### src/rtl/bsg_vanilla_pkg.sv
// Shared vanilla core types: interrupt vector layout
// and interrupt-entry sequencer states.
package bsg_vanilla_pkg;

  typedef struct packed {
    logic trace;
    logic remote;
  } csr_interrupt_vector_s;

  localparam int unsigned int_remote_bit_lp = 0;
  localparam int unsigned int_trace_bit_lp  = 1;

  typedef enum logic [2:0] {
    IDLE,
    ARM,
    ENTER,
    HANDLER,
    GUARD
  } vanilla_int_state_e;

  // Remote outranks trace when both are pending.
  function automatic logic [1:0] int_cause_sel(
    input logic [1:0] pend
  );
    logic [1:0] c;
    c = '0;
    if (pend[int_remote_bit_lp])
      c[int_remote_bit_lp] = 1'b1;
    else if (pend[int_trace_bit_lp])
      c[int_trace_bit_lp] = 1'b1;
    return c;
  endfunction

endpackage

### src/rtl/vanilla_sat_counter.sv
// Clearable up-counter that sticks at all-ones
// instead of wrapping.
module vanilla_sat_counter #(
  parameter int width_p = 8
) (
  input  logic               clk,
  input  logic               rst_n,
  input  logic               clear,
  input  logic               up,
  output logic [width_p-1:0] count
);

  logic [width_p-1:0] count_q;

  always_ff @(posedge clk or negedge rst_n) begin
    if (!rst_n)
      count_q <= '0;
    else if (clear)
      count_q <= '0;
    else if (up && (count_q != '1))
      count_q <= count_q + 1'b1;
  end

  assign count = count_q;

endmodule

### src/rtl/vanilla_interrupt_ctrl.sv
// Interrupt-entry sequencer: arm, enter, handler
// residency, post-mret guard, worst-case latency.
module vanilla_interrupt_ctrl
  import bsg_vanilla_pkg::*;
#(
  parameter int pc_width_p  = 22,
  parameter int lat_width_p = 8
) (
  input  logic                   clk_i,
  input  logic                   reset_n_i,
  input  logic                   mstatus_mie_i,
  input  logic [1:0]             mie_i,
  input  logic [1:0]             mip_i,
  input  logic                   id_valid_i,
  input  logic                   exe_flushable_i,
  input  logic                   mret_i,
  input  logic                   instr_executed_i,
  input  logic [pc_width_p-1:0]  vector_pc_i,
  output logic                   interrupt_entered_o,
  output logic                   flush_o,
  output logic                   pc_redirect_v_o,
  output logic [pc_width_p-1:0]  pc_redirect_o,
  output logic [1:0]             cause_o,
  output logic                   in_handler_o,
  output logic [lat_width_p-1:0] max_latency_o
);

  vanilla_int_state_e state_q, state_n;

  logic [1:0]             pend_c;
  logic                   take_c;
  logic                   ok_c;
  logic                   wait_clear;
  logic                   wait_up;
  logic [lat_width_p-1:0] wait_cnt;
  logic [lat_width_p-1:0] res_c;
  logic [1:0]             cause_q;
  logic [lat_width_p-1:0] max_q;
  logic                   max_upd;

  assign pend_c = mie_i & mip_i;
  assign take_c = mstatus_mie_i & (|pend_c);
  assign ok_c   = id_valid_i & exe_flushable_i;

  // Residency includes the cycle that leaves ARM.
  assign res_c = (wait_cnt == '1)
               ? wait_cnt
               : wait_cnt + 1'b1;

  vanilla_sat_counter #(
    .width_p (lat_width_p)
  ) wait_ctr (
    .clk   (clk_i),
    .rst_n (reset_n_i),
    .clear (wait_clear),
    .up    (wait_up),
    .count (wait_cnt)
  );

  always_ff @(posedge clk_i or negedge reset_n_i) begin
    if (!reset_n_i)
      state_q <= IDLE;
    else
      state_q <= state_n;
  end

  always_comb begin
    state_n    = state_q;
    wait_clear = 1'b0;
    wait_up    = 1'b0;
    max_upd    = 1'b0;
    unique case (state_q)
      IDLE: begin
        wait_clear = 1'b1;
        if (take_c && ok_c)
          state_n = ENTER;
        else if (take_c)
          state_n = ARM;
      end
      ARM: begin
        if (!take_c) begin
          state_n = IDLE;
        end else if (ok_c) begin
          state_n = ENTER;
          max_upd = res_c > max_q;
        end else begin
          wait_up = 1'b1;
        end
      end
      ENTER: state_n = HANDLER;
      HANDLER: begin
        if (mret_i)
          state_n = GUARD;
      end
      GUARD: begin
        if (instr_executed_i)
          state_n = IDLE;
      end
      default: state_n = IDLE;
    endcase
  end

  always_ff @(posedge clk_i or negedge reset_n_i) begin
    if (!reset_n_i)
      cause_q <= '0;
    else if (state_n == ENTER)
      cause_q <= int_cause_sel(pend_c);
  end

  always_ff @(posedge clk_i or negedge reset_n_i) begin
    if (!reset_n_i)
      max_q <= '0;
    else if (max_upd)
      max_q <= res_c;
  end

  assign interrupt_entered_o = (state_q == ENTER);
  assign flush_o             = interrupt_entered_o;
  assign pc_redirect_v_o     = interrupt_entered_o;
  assign pc_redirect_o       = interrupt_entered_o
                             ? vector_pc_i
                             : '0;
  assign cause_o             = cause_q;
  assign in_handler_o        = (state_q == HANDLER);
  assign max_latency_o       = max_q;

endmodule

### config.mk
export PLATFORM = sky130hd
export DESIGN_NAME = vanilla_interrupt_ctrl
export DESIGN_NICKNAME = d
export VERILOG_FILES = /design/src/rtl/bsg_vanilla_pkg.sv /design/src/rtl/vanilla_sat_counter.sv /design/src/rtl/vanilla_interrupt_ctrl.sv
export SDC_FILE = /design/constraint.sdc
export NUM_CORES = 1
export LEC_CHECK = 0
export BUFFER_PORTS_ARGS = -buffer_cell sky130_fd_sc_hd__buf_2
export CORE_MARGIN = 10
export CORE_UTILIZATION = 35
export CTS_CLUSTER_SIZE = 25
export DETAILED_ROUTE_END_ITERATION = 8
export PLACE_DENSITY_LB_ADDON = 0.2
export RECOVER_POWER = 100
export SLEW_MARGIN = 0
export SYNTH_ARGS = -nofsm -noshare
export SYNTH_HDL_FRONTEND = slang
export SYNTH_SLANG_ARGS = --single-unit
### constraint.sdc
create_clock -name clk_i -period 9 [get_ports clk_i]
set_input_delay 0.45 -clock clk_i [delete_from_list [all_inputs] [get_ports clk_i]]
set_output_delay 0.45 -clock clk_i [all_outputs]
set_load 0.03 [all_outputs]
[Yosys cells after proc, flatten, opt, wreduce, memory -nomap -nowiden]
Index checks and enable logic that the tools add are counted.
Storage, ports and cells
  bits in registers: 21
  bits in latches: 0
  bits in writable memories: 0
  ROM bits: 0
  input bits: 33
  output and inout bits: 36
  word-level logic and storage cells: 42
  memories: 0
Operators by class
  add/subtract/negate cells: 1
  $mul: 0
  divide/modulo/power cells: 0
  magnitude comparators: 1
  equal/unequal tests: 7
  shift-type cells: 0
  mux-type cells: 21
  bitwise operators: 3
  reduce and logical (&&, ||, !) cells: 5
Operators by type and width (number)
  two-way mux 8 bit: 3
  two-way mux 22 bit: 1
  two-way mux 3 bit: 6
  case mux 3 bit (5 select lines): 1
  two-way mux 1 bit: 10
  equality test 3 x 2 -> 1 bit, second input constant: 3
  adder 8 x 1 -> 8 bit, second input constant: 1
  equality test 8 bit, second input constant: 1
  greater-than comparator 8 bit: 1
  inequality test 8 bit, second input constant: 1
  equality test 3 x 1 -> 1 bit, second input constant: 1
  equality test 3 bit, second input constant: 1
  zero test 3 bit: 1
  AND 1 bit: 2
  AND 2 bit: 1
  logical AND 1 bit: 2
  nonzero test 2 bit: 1
  OR reduction 2 bit: 1

[Longest topological paths before layout]
Gate-level depths: netlist (run 1).
  depth in word-level cells: 8
  mapped depth: 12
  depth with buffers taken out: 11

[Cells and area by module]
A second synthesis (run 1) with hierarchy kept.
Second synthesis, totals
  cells, all modules: 174
  area, all modules: 1600.3 µm²
By module, submodules not included
  vanilla_interrupt_ctrl: times used 1, cells each 125, area each 1136.1 µm², sequential area each 325.3 µm²
  vanilla_sat_counter: times used 1, cells each 49, area each 464.2 µm², sequential area each 200.2 µm²

[Worst setup path before layout (run 1)]
OpenSTA, ideal clock, no wires.
  path type: register to register
  start: reg wait_ctr.count_q[0], in the netlist wait_ctr.count[0]
  end: reg max_q[1], in the netlist max_latency_o[1]
  arrival time: 2792 ps
  setup slack: 6083 ps
  cell stages (with the launch flop): 12
  cells stage by stage: dfrtp_1 -> ha_1 -> and3_1 -> buf_6 -> nand3_4 -> mux2_2 -> ha_1 -> nor2b_1 -> o211ai_1 -> a21o_1 -> a211oi_4 -> mux2_2
On the way
  word-level cells in the longest chain between the ends: 6
Ends and longest elaborated chain
  start, declared: line vanilla_sat_counter.sv:13  | logic [width_p-1:0] count_q;
  start signal, assigned: line vanilla_sat_counter.sv:21  | count_q <= count_q + 1'b1;
  adder 8 x 1 -> 8 bit or equality test 8 bit (tied branches): line vanilla_interrupt_ctrl.sv:48, vanilla_interrupt_ctrl.sv:46
  two-way mux 8 bit *: line vanilla_interrupt_ctrl.sv:47  | ? wait_cnt
  named net res_c[1]: line vanilla_interrupt_ctrl.sv:36  | logic [lat_width_p-1:0] res_c;
  greater-than comparator 8 bit: line vanilla_interrupt_ctrl.sv:85  | max_upd = res_c > max_q;
  two-way mux 1 bit: line vanilla_interrupt_ctrl.sv:83  | end else if (ok_c) begin
  two-way mux 1 bit: line vanilla_interrupt_ctrl.sv:81  | if (!take_c) begin
  two-way mux 1 bit: line vanilla_interrupt_ctrl.sv:72  | unique case (state_q)
  end signal, assigned: line vanilla_interrupt_ctrl.sv:114  | max_q <= res_c;
  end, declared: line vanilla_interrupt_ctrl.sv:38  | logic [lat_width_p-1:0] max_q;
Mark *: on every way through the listed nets, which the timed path passes. The rest lies on a longest branch.
A chain may end at the register's enable or synchronous reset.

[Worst setup path in the final report (run 1)]
Same ends and word-level chain as after synthesis.

==> impl_metrics.ini, run 1 <==
[worst_setup_path]
r2r_end = max_latency_o[1]$_DFFE_PN0P_
cp.arrival_ns = 3.92
cpPeakStageDelay_ns = 0.91
crit_chain = ha_1 > and3_1 > nand3_1 > mux2_1 > ha_1 > nor2b_1 > o211ai_1 > a21o_1 > a211oi_1 > mux2_2
worstRegToRegCells = 10
slowest_stage = a211oi_1
rrSetupSlack_ns = 5.22
cp.required_ns = 9.14
r2r_start = wait_ctr.count[0]$_DFFE_PN0P_
critPathKind = reg -> reg
crit_top_cell = ha_1
crit_path_end_kind = flip-flop
critPathMaxFanout = 8
crit_path_start_kind = flip-flop
startpoint = wait_ctr.count[0]$_DFFE_PN0P_

[place]
dp.cells = 268
hpwl_um = 3320
post-place-ws_ns = 5.89
routabilityCongestion = 0.708
numPortBuffers = 68

[routing]
drc = 0
drtIter0Drc = 41
via_count = 1297
ant_nets = 0
dr.pass1.iters = 4
post_drt_wl_per_cell_um = 14.7
via_per_inst = 4.77
routed_wl_um = 3990

[synth]
synth_nets = 200
ys_seq_area_frac = 0.346
ys_ff_latch = 21
synth_top_area_cell = dfrtp_1
yosys-top-cells-area = dfrtp_1 35%, and2_1 9.5%, mux2_2 8.2%
yosys_warnings = 0
ys.flop_type = dfrtp_1
yosysMostFrequentCell = and2_1
synth.top_cell.area_share = 0.346
synth_edf_count = 0
synth_cell_types = 40
synth_cells = 158
syn_area_per_cell_um2 = 9.61
syn-cell-area_um2 = 1520
synth-async-reset-ratio = 1.00
synthTopCellsByCount = 23 x and2_1, 21 x dfrtp_1, 11 x inv_1, 11 x mux2_2, 10 x nand2_1

[floorplan]
rows = 23
start_util = 0.372
die_h_um = 85.9
core_um2 = 4090
pin_count = 69
die-area_um2 = 7370
die_w_um = 85.9

[final_layout]
multi_input_area_um2 = 857
fillers = 418
final_nets = 265
area_growth_pct = 21.3
regArea_um2 = 526
drive_gt1_frac = 0.293
final_cells = 272
num_antenna_cells = 0

[global_routing]
antenna_found_initial = 0
grt_util_all_layers = 0.104
grt_pass1_wl_um = 6430
grt_max_degree = 26
grt.overflow.total = 0
grt_pass1_vias = 1376

[cts]
post-cts-setup-buffers = 0
cts_buffer_depth = 2
cts_tree = built
path_clk_slew_ns = 0.08
cts_resized = 0
cts-root-buf = clkbuf_8
cts_buffers = 3
clk_latency_ns = 0.26
cts_sinks = 21
h-tree-depth = 1
cts_hold_buf = 0

[timing]
setup_viol = 0
worstMarginPinSlew_ns = 1.17
fin_ws_ns = 5.22
hold_viol = 0
maxSlewViolCount = 0
relSlewSlack = 0.213
setup-tns-final_ns = 0
post-route-period-util = 0.420
fmax_mhz = 265
rsz0062_at_grt = false
period_minus_slack_ns = 3.78
skew_ns = 0.00859

[pwr]
seq_power_share = 0.350
internal_power_uw = 180
static-leakage-power_nw = 0.943
p_comb_frac = 0.459
pwr-share-clk = 0.192
ir_worst_vdd_v = 0.0000847
swShare = 0.453
p_sw_uw = 149
power_density_nw_per_um2 = 179

[run_status]
status = finished clean

[job]
drv_cap = 0

[worst_hold_path]
hold_class = in -> async
kinds of logic (layout without fill, tap and decap cells):
kind of cell	after synthesis	count (layout)	synth area share
simple gates	72	72	0.311
compound gates	22	22	0.103
flops	21	21	0.346
buf+inv	19	83	0.0601
mux	12	12	0.0881
fa+ha+maj	9	9	0.0741
xor+xnor	3	3	0.0173
metal layers:
| metal | GRT usage | vias up | wire (um) |
|---|---|---|---|
| met5 | 0 | - | 0 |
| met4 | 0.0180 | 0 | 21 |
| met3 | 0.0596 | 4 | 453 |
| met2 | 0.164 | 49 | 1760 |
| met1 | 0.120 | 572 | 1750 |
| li1 | - | 672 | - |
final cells by class:
| class | instances | share of cell area |
|---|---|---|
| Multi-Input combinational cell | 118 | 0.465 |
| Inverter | 11 | 0.0224 |
| Tap cell | 50 | 0.0340 |
| Clock buffer | 4 | 0.0245 |
| Sequential cell | 21 | 0.285 |
| Timing Repair Buffer | 68 | 0.168 |
how the worst max path moves through the flow:
stage                                   end  slack (ns)  cells past startpoint
3_5_place_dp   max_latency_o[1]$_DFFE_PN0P_        5.89                     10
2_1_floorplan  max_latency_o[1]$_DFFE_PN0P_        6.08                     11
6_report       max_latency_o[1]$_DFFE_PN0P_        5.22                     10
4_1_cts        max_latency_o[1]$_DFFE_PN0P_        5.85                     10
5_1_grt        max_latency_o[5]$_DFFE_PN0P_        4.86                     10
3_3_place_gp   max_latency_o[1]$_DFFE_PN0P_        5.91                     10
flip-flops by register name (all words and copies together), names as in the netlist:
register        flops
max_latency_o       8
cause_o             2
state_q             3
wait_ctr.count      8
stage by stage:
stage | total power [mW] | hold slack [ns] | util | instance area (um^2)
after floorplan | 0.237 | 0.154 | - | 1520
after global routing | 0.353 | 0.482 | 0.451 | 1840
after global placement | 0.281 | 0.436 | 0.458 | 1870
final | 0.329 | 0.376 | 0.451 | 1840
after CTS | 0.345 | 0.150 | 0.469 | 1920
after detailed placement | 0.280 | 0.440 | 0.458 | 1870
cells in the final DEF, fill, tap and decap left out, types with 2 or more instances in the layout:
| cell | n |
|---|---|
| clkbuf_1 | 25 |
| a21o_1 | 3 |
| dfrtp_1 | 21 |
| nand3_1 | 9 |
| nand4_1 | 2 |
| nor3_1 | 3 |
| nand2_1 | 10 |
| ha_1 | 9 |
| and2_1 | 9 |
| mux2_2 | 10 |
| xnor2_1 | 3 |
| o21ai_0 | 5 |
| inv_1 | 11 |
| and2_0 | 14 |
| clkbuf_8 | 3 |
| nor2_1 | 4 |
| and3_1 | 5 |
| nor3b_1 | 2 |
| a21oi_1 | 7 |
| or2b_2 | 2 |
| buf_2 | 44 |
| a211o_1 | 3 |
power groups by stage:
stage,registers (mW),logic [mW],clock network (mW)
6_report,0.115,0.151,0.0631
5_1_grt,0.117,0.167,0.0682
4_1_cts,0.116,0.163,0.0659
3_5_place_dp,0.118,0.162,0
3_3_place_gp,0.118,0.163,0
2_1_floorplan,0.121,0.117,0
worst max-delay path, delay by kind of cell, from the launching register on:
family | cells | cell delay (ns)
AOI/OAI and AO/OA | 3 | 1.17
muxes | 2 | 0.84
and+or+nand+nor | 3 | 0.70
adders and majority gates | 2 | 0.52
DFF | 1 | 0.42
(Power assumes the default switching activity.)
==> inputs of run 2 (changes only) <==
clock period = 3.7 ns   (was 9 ns; I/O delays follow)
==> run 2 against run 1 <==
Wire length decreased by 0.75%. Clock-buffer cell count unchanged. Die area unchanged. Global-route usage rose by 0.23 points. Fmax is 16% higher. Via count up 2.2%. Flip-flop and latch count is the same. Worst hold slack got worse by 0.17 ns. Final cell count increased by 0.37%. Design area rose by 1.6%. Critical endpoint is now max_latency_o[7]$_DFFE_PN0P_.
==> impl_metrics.ini, run 2 (synthesized netlist as in run 1, its figures left out) <==
[timing]
fmax_mhz = 307
skew_ns = 0.00131
setup-tns-final_ns = 0
relSlewSlack = 0.245
rsz0062_at_grt = false
hold_viol = 0
setup_viol = 0
fin_ws_ns = 0.445
post-route-period-util = 0.880
worstMarginPinSlew_ns = 1.13
holdWs_ns = 0.206
maxSlewViolCount = 0
period_minus_slack_ns = 3.26

[run_status]
status = finished clean

[place]
numPortBuffers = 68
post-place-ws_ns = 0.577
routabilityCongestion = 0.709
placed_area_um2 = 1870
dp.cells = 268
hpwl_um = 3330

[worst_setup_path]
cp.arrival_ns = 3.41
rrSetupSlack_ns = 0.44
critPathMaxFanout = 8
crit_path_start_kind = flip-flop
cp.required_ns = 3.85
critPathKind = reg -> reg
crit_path_end_kind = flip-flop
worstRegToRegCells = 10
r2r_start = wait_ctr.count[0]$_DFFE_PN0P_
r2r_end = max_latency_o[7]$_DFFE_PN0P_

[cts]
cts-root-buf = clkbuf_8
cts_sinks = 21
cts_tree = built
cts_buffers = 3
clk_latency_ns = 0.26
cts_resized = 0
path_clk_slew_ns = 0.07
h-tree-depth = 1
cts_buffer_depth = 2

[final_layout]
area_growth_pct = 23.2
fin_util = 0.458
layout_commonest_cell = buf_2
final_cell_mix = 42 x buf_2, 27 x clkbuf_1, 21 x dfrtp_1
num_antenna_cells = 0
stdcell_area_um2 = 1870
drive_gt1_frac = 0.300
fillers = 423
final_nets = 266
final_cells = 273

[worst_hold_path]
holdCritStartpoint = instr_executed_i
min_to = state_q[2]$_DFF_PN0_
hold_depth = 3
hold_class = in -> reg

[routing]
dr.pass1.iters = 4
post_drt_wl_per_cell_um = 14.5
via_per_inst = 4.86
via_count = 1326
drc = 0
ant_nets = 0
drtIter0Drc = 49
routed_wl_um = 3960

[global_routing]
grt.overflow.total = 0
grt_util_all_layers = 0.106
grt_pass1_wl_um = 6440
grt_pass1_vias = 1329
grt_max_degree = 26
antenna_found_initial = 0

[floorplan]
die_h_um = 85.9
rows = 23
core_um2 = 4090
pin_count = 69
start_util = 0.372
die-area_um2 = 7370
die_w_um = 85.9

[pwr]
finalPower_uw = 801
swShare = 0.451
static-leakage-power_nw = 0.940
p_sw_uw = 361
power_density_nw_per_um2 = 428
seq_power_share = 0.351
pwr-share-clk = 0.188
p_comb_frac = 0.461
internal_power_uw = 440
ir_worst_vdd_v = 0.000217

[job]
drv_cap = 0
==> run 2: critical path, stage by stage (launching register included) <==
cell	delay (ns)
dfrtp_1	0.43
ha_1	0.25
and3_1	0.27
nand3_4	0.15
mux2_2	0.36
ha_1	0.29
nor2b_1	0.13
o211ai_1	0.09
a21o_1	0.17
a211oi_2	0.59
mux2_2	0.41
==> run 2: how the worst max path moves through the flow <==
stage / slack [ns] / depth (start not counted) / startpoint / to
after floorplan: 0.78 / 11 / wait_ctr.count[0]$_DFFE_PN0P_ / max_latency_o[1]$_DFFE_PN0P_
after global placement: 0.61 / 10 / wait_ctr.count[0]$_DFFE_PN0P_ / max_latency_o[1]$_DFFE_PN0P_
after detailed placement: 0.58 / 10 / wait_ctr.count[0]$_DFFE_PN0P_ / max_latency_o[1]$_DFFE_PN0P_
after CTS: 0.56 / 10 / wait_ctr.count[0]$_DFFE_PN0P_ / max_latency_o[1]$_DFFE_PN0P_
after global routing: 0.22 / 10 / wait_ctr.count[0]$_DFFE_PN0P_ / max_latency_o[5]$_DFFE_PN0P_
final: 0.44 / 10 / wait_ctr.count[0]$_DFFE_PN0P_ / max_latency_o[7]$_DFFE_PN0P_
==> run 2: area by class of cell <==
cell class | count | area [um^2] | share of cell area
sequential | 21 | 526 | 0.281
clock buffer | 4 | 45.0 | 0.0241
inverter | 11 | 41.3 | 0.0221
multi-input combinational | 118 | 880 | 0.470
timing repair buffer | 69 | 318 | 0.170
tap | 50 | 62.6 | 0.0334
==> run 2: layer usage <==
layer | global-route usage | wire length (um) | vias up | share of wire
met2 | 0.149 | 1700 | 53 | 0.43
met4 | 0.0404 | 71 | 0 | 0.018
li1 | - | - | 678 | -
met1 | 0.128 | 1720 | 588 | 0.43
met3 | 0.0653 | 471 | 7 | 0.12
met5 | 0 | 0 | - | 0
==> run 2: power by group through the flow <==
stage / logic (mW) / clock network [mW] / registers (mW)
after floorplan: 0.284 / 0 / 0.293
after global placement: 0.396 / 0 / 0.288
after detailed placement: 0.394 / 0 / 0.288
after CTS: 0.395 / 0.160 / 0.284
after global routing: 0.411 / 0.168 / 0.286
final: 0.369 / 0.150 / 0.282
==> run 2: timing repair <==
| item | in CTS | in global routing |
|---|---|---|
| setup buffers | 0 | 0 |
| hold buffers | 1 | 0 |
| setup endpoints to repair | 0 | 0 |
| endpoints found under the hold margin | 21 | 0 |
==> inputs of run 3 (changes only) <==
RECOVER_POWER = 25   (was 100)
==> run 3 against run 2 <==
Combinational power rose by 5.4%. Sequential power is essentially flat. Clock power about the same. Wire length grew 0.23%. Highest routed layer unchanged. Register-to-register slack better by 0.13 ns.
==> impl_metrics.ini, run 3 (synthesized netlist as in run 1, its figures left out) <==
[worst_setup_path]
r2r_start = wait_ctr.count[0]$_DFFE_PN0P_
cp.arrival_ns = 3.28
r2r_end = max_latency_o[1]$_DFFE_PN0P_
critPathKind = reg -> reg
crit_path_end_kind = flip-flop
rrSetupSlack_ns = 0.57
startpoint = wait_ctr.count[0]$_DFFE_PN0P_
crit_path_start_kind = flip-flop
critPathMaxFanout = 8
worstRegToRegCells = 10
cp.required_ns = 3.85

[pwr]
static-leakage-power_nw = 1.06
power_density_nw_per_um2 = 428
ir_worst_vdd_v = 0.000214
finalPower_uw = 824

[floorplan]
pin_count = 69
die-area_um2 = 7370
rows = 23
die_w_um = 85.9
die_h_um = 85.9
start_util = 0.372
core_um2 = 4090

[routing]
ant_nets = 0
routed_wl_um = 3970
dr.pass1.iters = 4
drtIter0Drc = 62
post_drt_wl_per_cell_um = 14.5
drc = 0
via_count = 1290
via_per_inst = 4.73

[worst_hold_path]
hold_depth = 3
holdCritStartpoint = instr_executed_i
hold_class = in -> reg
min_to = state_q[2]$_DFF_PN0_

[cts]
path_clk_slew_ns = 0.07
cts_buffers = 3
cts_sinks = 21
h-tree-depth = 1
cts_resized = 0
post-cts-setup-buffers = 0
clk_latency_ns = 0.26
cts_buffer_depth = 2
cts_tree = built
cts-root-buf = clkbuf_8

[global_routing]
antenna_found_initial = 0
grt_max_degree = 26
grt_pass1_vias = 1329
grt_pass1_wl_um = 6440
grt_util_all_layers = 0.106
grt.overflow.total = 0

[timing]
hold_viol = 0
rsz0062_at_grt = false
worstMarginPinSlew_ns = 1.14
relSlewSlack = 0.243
post-route-period-util = 0.846
setup_viol = 0
setup-tns-final_ns = 0
maxSlewViolCount = 0
period_minus_slack_ns = 3.13
skew_ns = 0.00149
fmax_mhz = 320

[final_layout]
num_antenna_cells = 0
final_cell_mix = 67 x buf_2, 23 x and2_1, 21 x dfrtp_1
final_nets = 266
layout_commonest_cell = buf_2
drive_gt1_frac = 0.417
area_growth_pct = 26.8
stdcell_area_um2 = 1930

[run_status]
status = finished clean

[place]
hpwl_um = 3330
routabilityCongestion = 0.709
numPortBuffers = 68
placed_area_um2 = 1870

[job]
drv_cap = 0
==> run 3: changes by cell type in the layout (fill, tap and decap cells not counted) <==
cell	previous run	this run
a211oi_2	1	0
clkbuf_1	27	2
nor4b_1	1	0
a211oi_4	0	1
and2_1	11	23
nor4b_4	0	1
buf_2	42	67
and2_0	12	0
==> run 3: routing by layer <==
layer,part of all wire,vias to the layer above,track usage
met4,0.016,0,0.0404
met3,0.12,7,0.0653
met5,0,-,0
met1,0.44,556,0.128
li1,-,676,-
met2,0.43,51,0.149
==> run 3: per-stage QoR <==
step,utilization,hold slack [ns],setup WS [ns],cells
CTS,0.472,0.197,0.559,273
global route,0.471,0.210,0.365,273
floorplan,-,-0.111,0.783,158
detailed placement,0.458,0.177,0.577,268
finish,0.471,0.206,0.571,273
global placement,0.458,0.170,0.615,268
==> run 3: worst max-delay path by stage <==
stage | end | slack (ns) | cells after the start
floorplan | max_latency_o[1]$_DFFE_PN0P_ | 0.78 | 11
global placement | max_latency_o[1]$_DFFE_PN0P_ | 0.61 | 10
detailed placement | max_latency_o[1]$_DFFE_PN0P_ | 0.58 | 10
CTS | max_latency_o[1]$_DFFE_PN0P_ | 0.56 | 10
global route | max_latency_o[5]$_DFFE_PN0P_ | 0.36 | 10
finish | max_latency_o[1]$_DFFE_PN0P_ | 0.57 | 10
==> run 3: layout make-up <==
| class | instances | area (um^2) |
|---|---|---|
| Tap cell | 50 | 62.6 |
| Fill cell | 404 | 2160 |
| Clock buffer | 4 | 45.0 |
| Sequential cell | 21 | 526 |
| Timing Repair Buffer | 69 | 349 |
| Inverter | 11 | 41.3 |
| Multi-Input combinational cell | 118 | 902 |
==> run 3: power by group <==
group | leakage (nW) | internal (mW) | total, mW | switching [mW]
Clock | 0.0228 | 0.0768 | 0.151 | 0.0740
Sequential | 0.282 | 0.252 | 0.284 | 0.0323
Combinational | 0.755 | 0.129 | 0.389 | 0.260
Total | 1.06 | 0.458 | 0.824 | 0.366
==> run 3: critical path, stage by stage, from the launching register on <==
cell and delay [ns]:
dfrtp_1 0.43, ha_1 0.25, and3_1 0.27, nand3_4 0.15, mux2_2 0.36, ha_1 0.29
nor2b_1 0.13, o211ai_1 0.09, a21o_1 0.19, a211oi_4 0.46, mux2_2 0.39
==> run 3: repair_timing <==
item	4_1_cts	5_1_grt
hold buffers	1	0
setup endpoints to repair	0	0
endpoints found under the hold margin	21	0
